==> src/rtl/fetch_ctrl.sv <==
// Instruction fetch controller: sequential PC generation, a 2-entry in-order
// {instr, pc} buffer toward decode, redirect/flush, halt, and misalign flag.
module fetch_ctrl #(
  parameter int unsigned            ADDR_WIDTH = 32,
  parameter logic [ADDR_WIDTH-1:0]  RESET_PC   = ADDR_WIDTH'(32'h0000_0000)
) (
  input  logic                  clk,
  input  logic                  rst,
  input  logic                  stall,
  input  logic                  halt_req,
  input  logic                  redir_valid,
  input  logic [ADDR_WIDTH-1:0] redir_target,
  output logic [ADDR_WIDTH-1:0] PC,
  input  logic [ADDR_WIDTH-1:0] instr,
  output logic                  out_valid,
  input  logic                  out_ready,
  output logic [ADDR_WIDTH-1:0] out_instr,
  output logic [ADDR_WIDTH-1:0] out_pc,
  output logic                  misalign
);

  typedef enum logic [1:0] {BOOT, RUN, HALTED} state_t;

  state_t                state;
  logic [1:0]            count;
  logic                  head;
  logic                  tail;
  logic                  pop;
  logic                  fetch;
  logic [ADDR_WIDTH-1:0] buf_instr [2];
  logic [ADDR_WIDTH-1:0] buf_pc    [2];

  assign out_valid = (count != 2'd0);
  assign out_instr = buf_instr[head];
  assign out_pc    = buf_pc[head];
  assign pop       = out_valid && out_ready;

  // A halt request in RUN also suppresses the fetch of that cycle.
  assign fetch = (state == RUN) && !stall && !redir_valid && !halt_req &&
                 ((count != 2'd2) || pop);

  // Tail slot: with one entry it is the other slot; with 0 or 2 (2 only when
  // a pop frees the head this cycle) it is the head slot itself.
  assign tail = head ^ (count == 2'd1);

  always_ff @(posedge clk or posedge rst) begin
    if (rst) begin
      state    <= BOOT;
      PC       <= RESET_PC;
      count    <= 2'd0;
      head     <= 1'b0;
      misalign <= 1'b0;
    end else begin
      case (state)
        BOOT:    state <= RUN;
        RUN:     if (!redir_valid && halt_req) state <= HALTED;
        HALTED:  if (redir_valid) state <= RUN;
        default: state <= BOOT;
      endcase

      if (pop) head <= ~head;

      if (redir_valid) begin
        count <= 2'd0;
        PC    <= {redir_target[ADDR_WIDTH-1:2], 2'b00};
        if (redir_target[1:0] != 2'b00) misalign <= 1'b1;
      end else begin
        if (fetch) PC <= PC + ADDR_WIDTH'(4);
        if (fetch && !pop)      count <= count + 2'd1;
        else if (pop && !fetch) count <= count - 2'd1;
      end
    end
  end

  // Buffer payload carries no reset; validity is tracked by count alone.
  always_ff @(posedge clk) begin
    if (fetch) begin
      buf_instr[tail] <= instr;
      buf_pc[tail]    <= PC;
    end
  end

endmodule

==> config.mk <==
export PLATFORM = sky130hd
export DESIGN_NAME = fetch_ctrl
export DESIGN_NICKNAME = d
export VERILOG_FILES = /design/src/rtl/fetch_ctrl.sv
export SDC_FILE = /design/constraint.sdc
export NUM_CORES = 1
export LEC_CHECK = 0
export ABC_AREA = 1
export BUFFER_PORTS_ARGS = -buffer_cell sky130_fd_sc_hd__buf_2
export CAP_MARGIN = 20
export CORE_ASPECT_RATIO = 1.4
export CORE_MARGIN = 3
export CORE_UTILIZATION = 50
export CTS_BUF_LIST = sky130_fd_sc_hd__clkbuf_4 sky130_fd_sc_hd__clkbuf_8 sky130_fd_sc_hd__clkbuf_16
export CTS_CLUSTER_DIAMETER = 200
export DETAILED_ROUTE_END_ITERATION = 7
export GPL_ROUTABILITY_DRIVEN = 0
export PLACE_DENSITY = 0.75
export SLEW_MARGIN = 20
export SYNTH_ARGS = -nofsm -noshare
export SYNTH_HDL_FRONTEND = slang
export SYNTH_SLANG_ARGS = --single-unit
export TNS_END_PERCENT = 10
==> constraint.sdc <==
create_clock -name clk -period 5.15 [get_ports clk]
set_input_delay 0.7725 -clock clk [delete_from_list [all_inputs] [get_ports clk]]
set_output_delay 0.7725 -clock clk [all_outputs]
set_load 0.01 [all_outputs]
=== Word level (Yosys, flattened, before mapping) ===
Memories as Yosys holds them, arrays and structs flattened.
Cells that the tools add are included.

* Add/subtract/negate cells: 3
* Eq/ne operators: 6
* Multiplexer cells: 10
* Bitwise logic cells: 2
* Reduce and logical (&&, ||, !) cells: 21

{| class="wikitable"
|+ Operators by type and width
! operator !! count
|-
| $mux 32 || 2
|-
| $add 32x3->32 const B || 1
|-
| $mux 2 || 5
|-
| $logic_and 1x1->1 || 8
|-
| $pmux 2 s3 || 1
|-
| $reduce_bool 2->1 || 3
|-
| $logic_not 1->1 || 5
|-
| $eq 2x1->1 const B || 2
|-
| $ne 2x2->1 const B || 2
|-
| $reduce_and 2->1 || 2
|-
| $reduce_bool 3->1 || 1
|-
| $add 2x1->2 const B || 1
|-
| $eq 2x2->1 const B || 1
|-
| $logic_not 2->1 || 1
|-
| $mux 1 || 2
|-
| $ne 2x1->1 const B || 1
|-
| $sub 2x1->2 const B || 1
|-
| $logic_or 1x1->1 || 1
|-
| $not 1->1 || 1
|-
| $xor 1x1->1 || 1
|}

* Register bits: 38
* RAM bits: 128
* Input port bits: 70
* Output and inout bits: 98
* Logic and storage cells: 49
* Memories: 2

{| class="wikitable"
|+ Memory list
! name !! depth !! bits a word !! rd ports !! clocked after Yosys merged registers in !! wr ports !! RTL line !! source
|-
| buf_instr || 2 || 32 || 1 || 0 || 1 || 30 || <nowiki>logic [ADDR_WIDTH-1:0] buf_instr [2];</nowiki>
|-
| buf_pc || 2 || 32 || 1 || 0 || 1 || 31 || <nowiki>logic [ADDR_WIDTH-1:0] buf_pc [2];</nowiki>
|}

=== Depth between registers and ports, before layout ===
* Depth after elaboration: 10
* Depth in mapped cells: 11
* Depth with buffers taken out: 10

=== Worst setup path after synthesis ===
No wires, ideal clock.

* Kind: input -> register
* Start point: input redir_valid
* End point: memory buf_instr[0][0], enable pin
* Library setup time: 0.482 ns
* Arrival time: 4.026 ns
* Required time: 4.668 ns
* Setup slack: 0.642 ns
* Stages on the path: 7
* Buffers on the path: 2
* Cell sequence: buf_6 -> nor2_4 -> nand2_2 -> nor2_4 -> o21ai_4 -> buf_2 -> nor2_1

* Word-level cells in the longest chain between the ends: 6

{| class="wikitable"
|+ Ends and longest elaborated chain
! what !! RTL line !! source
|-
| start, declared || 11 || <nowiki>input logic redir_valid,</nowiki>
|-
| $logic_not 1->1 || 39 || <nowiki>assign fetch = (state == RUN) && !stall && !redir_valid && !halt_req &&</nowiki>
|-
| $logic_and 1x1->1 (3 in series) || 39 ||
|-
| $mux 1 || 77 || <nowiki>if (fetch) begin</nowiki>
|-
| $mux 1 (implied by the code) || 78 || <nowiki>buf_instr[tail] <= instr;</nowiki>
|-
| end, declared || 30 ||
|}

Every way passes these cells.

=== Worst setup path in the final report ===
* Start point: register head
* End point: output out_pc[8]

* Word-level cells in the longest chain between the ends: 1

{| class="wikitable"
|+ Ends and longest elaborated chain
! what !! RTL line !! source
|-
| start, declared || 26 || <nowiki>logic head;</nowiki>
|-
| start signal, assigned || 61 || <nowiki>if (pop) head <= ~head;</nowiki>
|-
| $mem_v2 2x32 || n/a ||
|-
| end, declared || 18 || <nowiki>output logic [ADDR_WIDTH-1:0] out_pc,</nowiki>
|}

Every way passes these cells.

==> summary.md <==
| Metric | Value |
|---|---|
| Status | complete, no violations |
| Worst skew pair latency | 420 ps |
| Max-cap violations | 0 |
| Max-slew violations | 0 |
| Slew headroom | 0.413 |
| ANT cells | 0 |
| DR vias | 5421 |
| Peak supply drop | 0.252 mV |
| Layout area overhead | 21.5% |
| Cts hold-fix bufs | 0 |
| Std-Cell Rows | 51 |
| Htree depth | 4 |
| Num Clock Sinks | 160 |
| Yosys reg bits | 160 |
| Final setup vio count | 0 |
| FF+latch area | ~4600 um2 |
| Nets | 975 |
| Multi-input gate area | 2240 um2 |
| FF-to-FF path depth | 8 |
| Worst R2R Start | count[0] |
| RSZ-0062 raised after global routing | no |
| CP max FO | 63 |
| Cts bufs inserted | 17 |
| Fillers | ~1200 |
| Clock buffer depth | 2 |
| HPWL Detailed | about 11000 um |
| Largest net degree at the start of global routing | 64 |
| Total setup buffers inserted after CTS | 0 |
| Post-CTS sizing | 0 |
| Reg clk slew, reported paths | 70 ps |
| Die ar. | about 16000 um2 |
| Post-synthesis area per instance | 9.72 um2 |
| Share of cells above drive strength 1 | 0.244 |
| Period minus WS final | about 3500 ps |
| Maximum clock rate | approximately 0.28 GHz |
| Worst clock skew | 9.17 ps |
| TritonCTS clock tree | done |
| Leak | 3.96 nW |
| Req. time, crit path | roughly 4400 ps |
| Crit Path Class | register to output port |
| Pwr Total | 0.00390 W |
| Seq/Total Area, Yosys | 0.643 |
| Ys Warns | 0 |
| Die Y | 148 um |
| Reg2reg end | buf_pc[0][28] |
| Reg-to-reg slack, setup | 2410 ps |
| Area after DPL | 8140 um2 |
| Critical Path AT | between 2000 and 3000 ps |
| Core area | 14000 um2 |
| Post-Syn Area | 7190 um2 |
| Final hold violations | 0 |
| CTS Root Cell | clkbuf_16 |
| Synth unique cells | 35 |
| Initial Utilization | 0.514 |
| Die Width | 107 um |
| Routed len/inst | 14.4 um |
| Initial antenna violation count | 0 |
| GR Overflow Total | 0 |
| Finished Cell Area | about 8700 um2 |
| Antenna-violating nets left | 0 |
| First-pass GRT wire length | ~25000 um |
| Io pins | 168 |
| Startpoint types | register |
| Total global-route track usage | 0.202 |
| 1st-iter DRT viols | 369 |
| DRC | 0 |
| Power density cells | 446 nW/um2 |
| 1st-pass router iterations | 6 |
| Vias in the first global route | 5012 |
| Synth Instances | 740 |
| Period utilization | 0.686 |
| Worst-margin pin slew | between 800 and 900 ps |
| PortBufs | 163 |
| Routed WL | 15800 um |
| Critical Path Sink Type | output port |
| Vias per cell | between 4 and 5 |
| Total negative setup slack | 0 ps |
| HP Class | input port to asynchronous set/reset pin |
[cell families after synthesis]
group           share of synthesized area
simple gates                        0.274
flops                               0.643
buf+inv                            0.0487
compound gates                     0.0167
xor+xnor                          0.00853
fa+ha+maj                         0.00696
other cells                      0.000522
mux                               0.00139
[synth_stat cells]
| cell type | n | area, um2 |
|---|---|---|
| o21bai_1 | 9 | 67.6 |
| nor2_1 | 40 | 150 |
| clkinv_1 | 1 | 3.75 |
| clkbuf_1 | 15 | 56.3 |
| nor2_4 | 2 | 22.5 |
| o21ai_4 | 1 | 16.3 |
| nand3_2 | 10 | 100 |
| nand2_1 | 346 | 1300 |
| or2_2 | 1 | 6.26 |
| o21a_1 | 1 | 7.51 |
| a21oi_1 | 1 | 5.00 |
| o21ai_0 | 2 | 10.0 |
| buf_8 | 1 | 15.0 |
| edfxtp_1 | 124 | 3720 |
| buf_12 | 1 | 20.0 |
| inv_1 | 48 | 180 |
| nor2_2 | 2 | 12.5 |
| nand2_2 | 2 | 12.5 |
| a21boi_0 | 1 | 7.51 |
| xnor2_1 | 5 | 43.8 |
| ha_1 | 4 | 50.1 |
| nor2_8 | 1 | 20.0 |
| inv_2 | 2 | 7.51 |
| buf_4 | 4 | 30.0 |
| and2_1 | 1 | 6.26 |
| conb_1 | 1 | 3.75 |
| buf_2 | 3 | 15.0 |
| buf_1 | 3 | 11.3 |
| mux2i_1 | 1 | 10.0 |
| nand4_1 | 4 | 25.0 |
| buf_6 | 1 | 11.3 |
| xor2_1 | 2 | 17.5 |
| o22ai_1 | 1 | 6.26 |
| dfrtp_1 | 36 | 901 |
| nand3_1 | 63 | 315 |
[state kept, by name, summed over array words and instances, names as in the netlist]
signal     count
buf_pc        60
buf_instr     64
count          2
head           1
misalign       1
PC            30
state          2
[per-layer routing]
layer	vias up	track usage	share of wire
met3	23	0.0433	0.055
met1	2505	0.251	0.41
met5	-	0	0
met2	180	0.346	0.51
met4	0	0.0771	0.023
li1	2713	-	-
[layout make-up]
| class | count | area share |
|---|---|---|
| multi-input cells | 504 | 0.256 |
| inverters | 51 | 0.0221 |
| clock buffers | 18 | 0.0495 |
| repair buffers | 167 | 0.0968 |
| flip-flops and latches | 160 | 0.529 |
| clock inverters | 14 | 0.0193 |
| well taps | 185 | 0.0265 |
[power by group]
| part | leakage [nW] | total [W] | switching (W) | internal [W] |
|---|---|---|---|---|
| sequential | 1.56 | 0.00161 | 0.0000959 | 0.00152 |
| clock | 0.294 | 0.00127 | 0.000529 | 0.000737 |
| combinational | 2.11 | 0.00102 | 0.000669 | 0.000351 |
[cell usage in the layout (no fill, tap or decap), types with 5 or more instances in the layout]
master     instances
nand2_1          346
buf_2            163
edfxtp_1         124
nand3_1           63
inv_1             48
nor2_1            38
dfrtp_1           35
clkbuf_16         17
nand3_2           10
o21bai_1           9
inv_6              6
xnor2_1            5
[worst max-delay path by stage]
stage / end / startpoint / depth (start not counted) / slack (ps)
2_1_floorplan: buf_instr[0][0] / redir_valid / 7 / 640
3_3_place_gp: buf_instr[0][4] / redir_valid / 7 / 1930
3_5_place_dp: buf_instr[0][4] / redir_valid / 7 / 1880
4_1_cts: out_pc[20] / head / 5 / 1850
5_1_grt: out_pc[9] / head / 5 / 1290
6_report: out_pc[8] / head / 5 / 1610
[through the flow]
stage / hold slack (ps) / cells / util / setup slack (ps)
floorplan: 454 / 743 / - / 642
global placement: 455 / 1067 / 0.582 / 1930
detailed placement: 462 / 1067 / 0.582 / 1880
CTS: 466 / 1099 / 0.625 / 1850
global route: 494 / 1099 / 0.625 / 1290
finish: 460 / 1099 / 0.625 / 1610
[worst max-delay path, cell delays in order (launching register included)]
cell	delay (ps)
dfrtp_2	370
buf_4	540
clkinv_2	890
nand2_1	260
nand2_1	110
buf_2	160
Note: power is estimated with default switching activity, not from simulation.
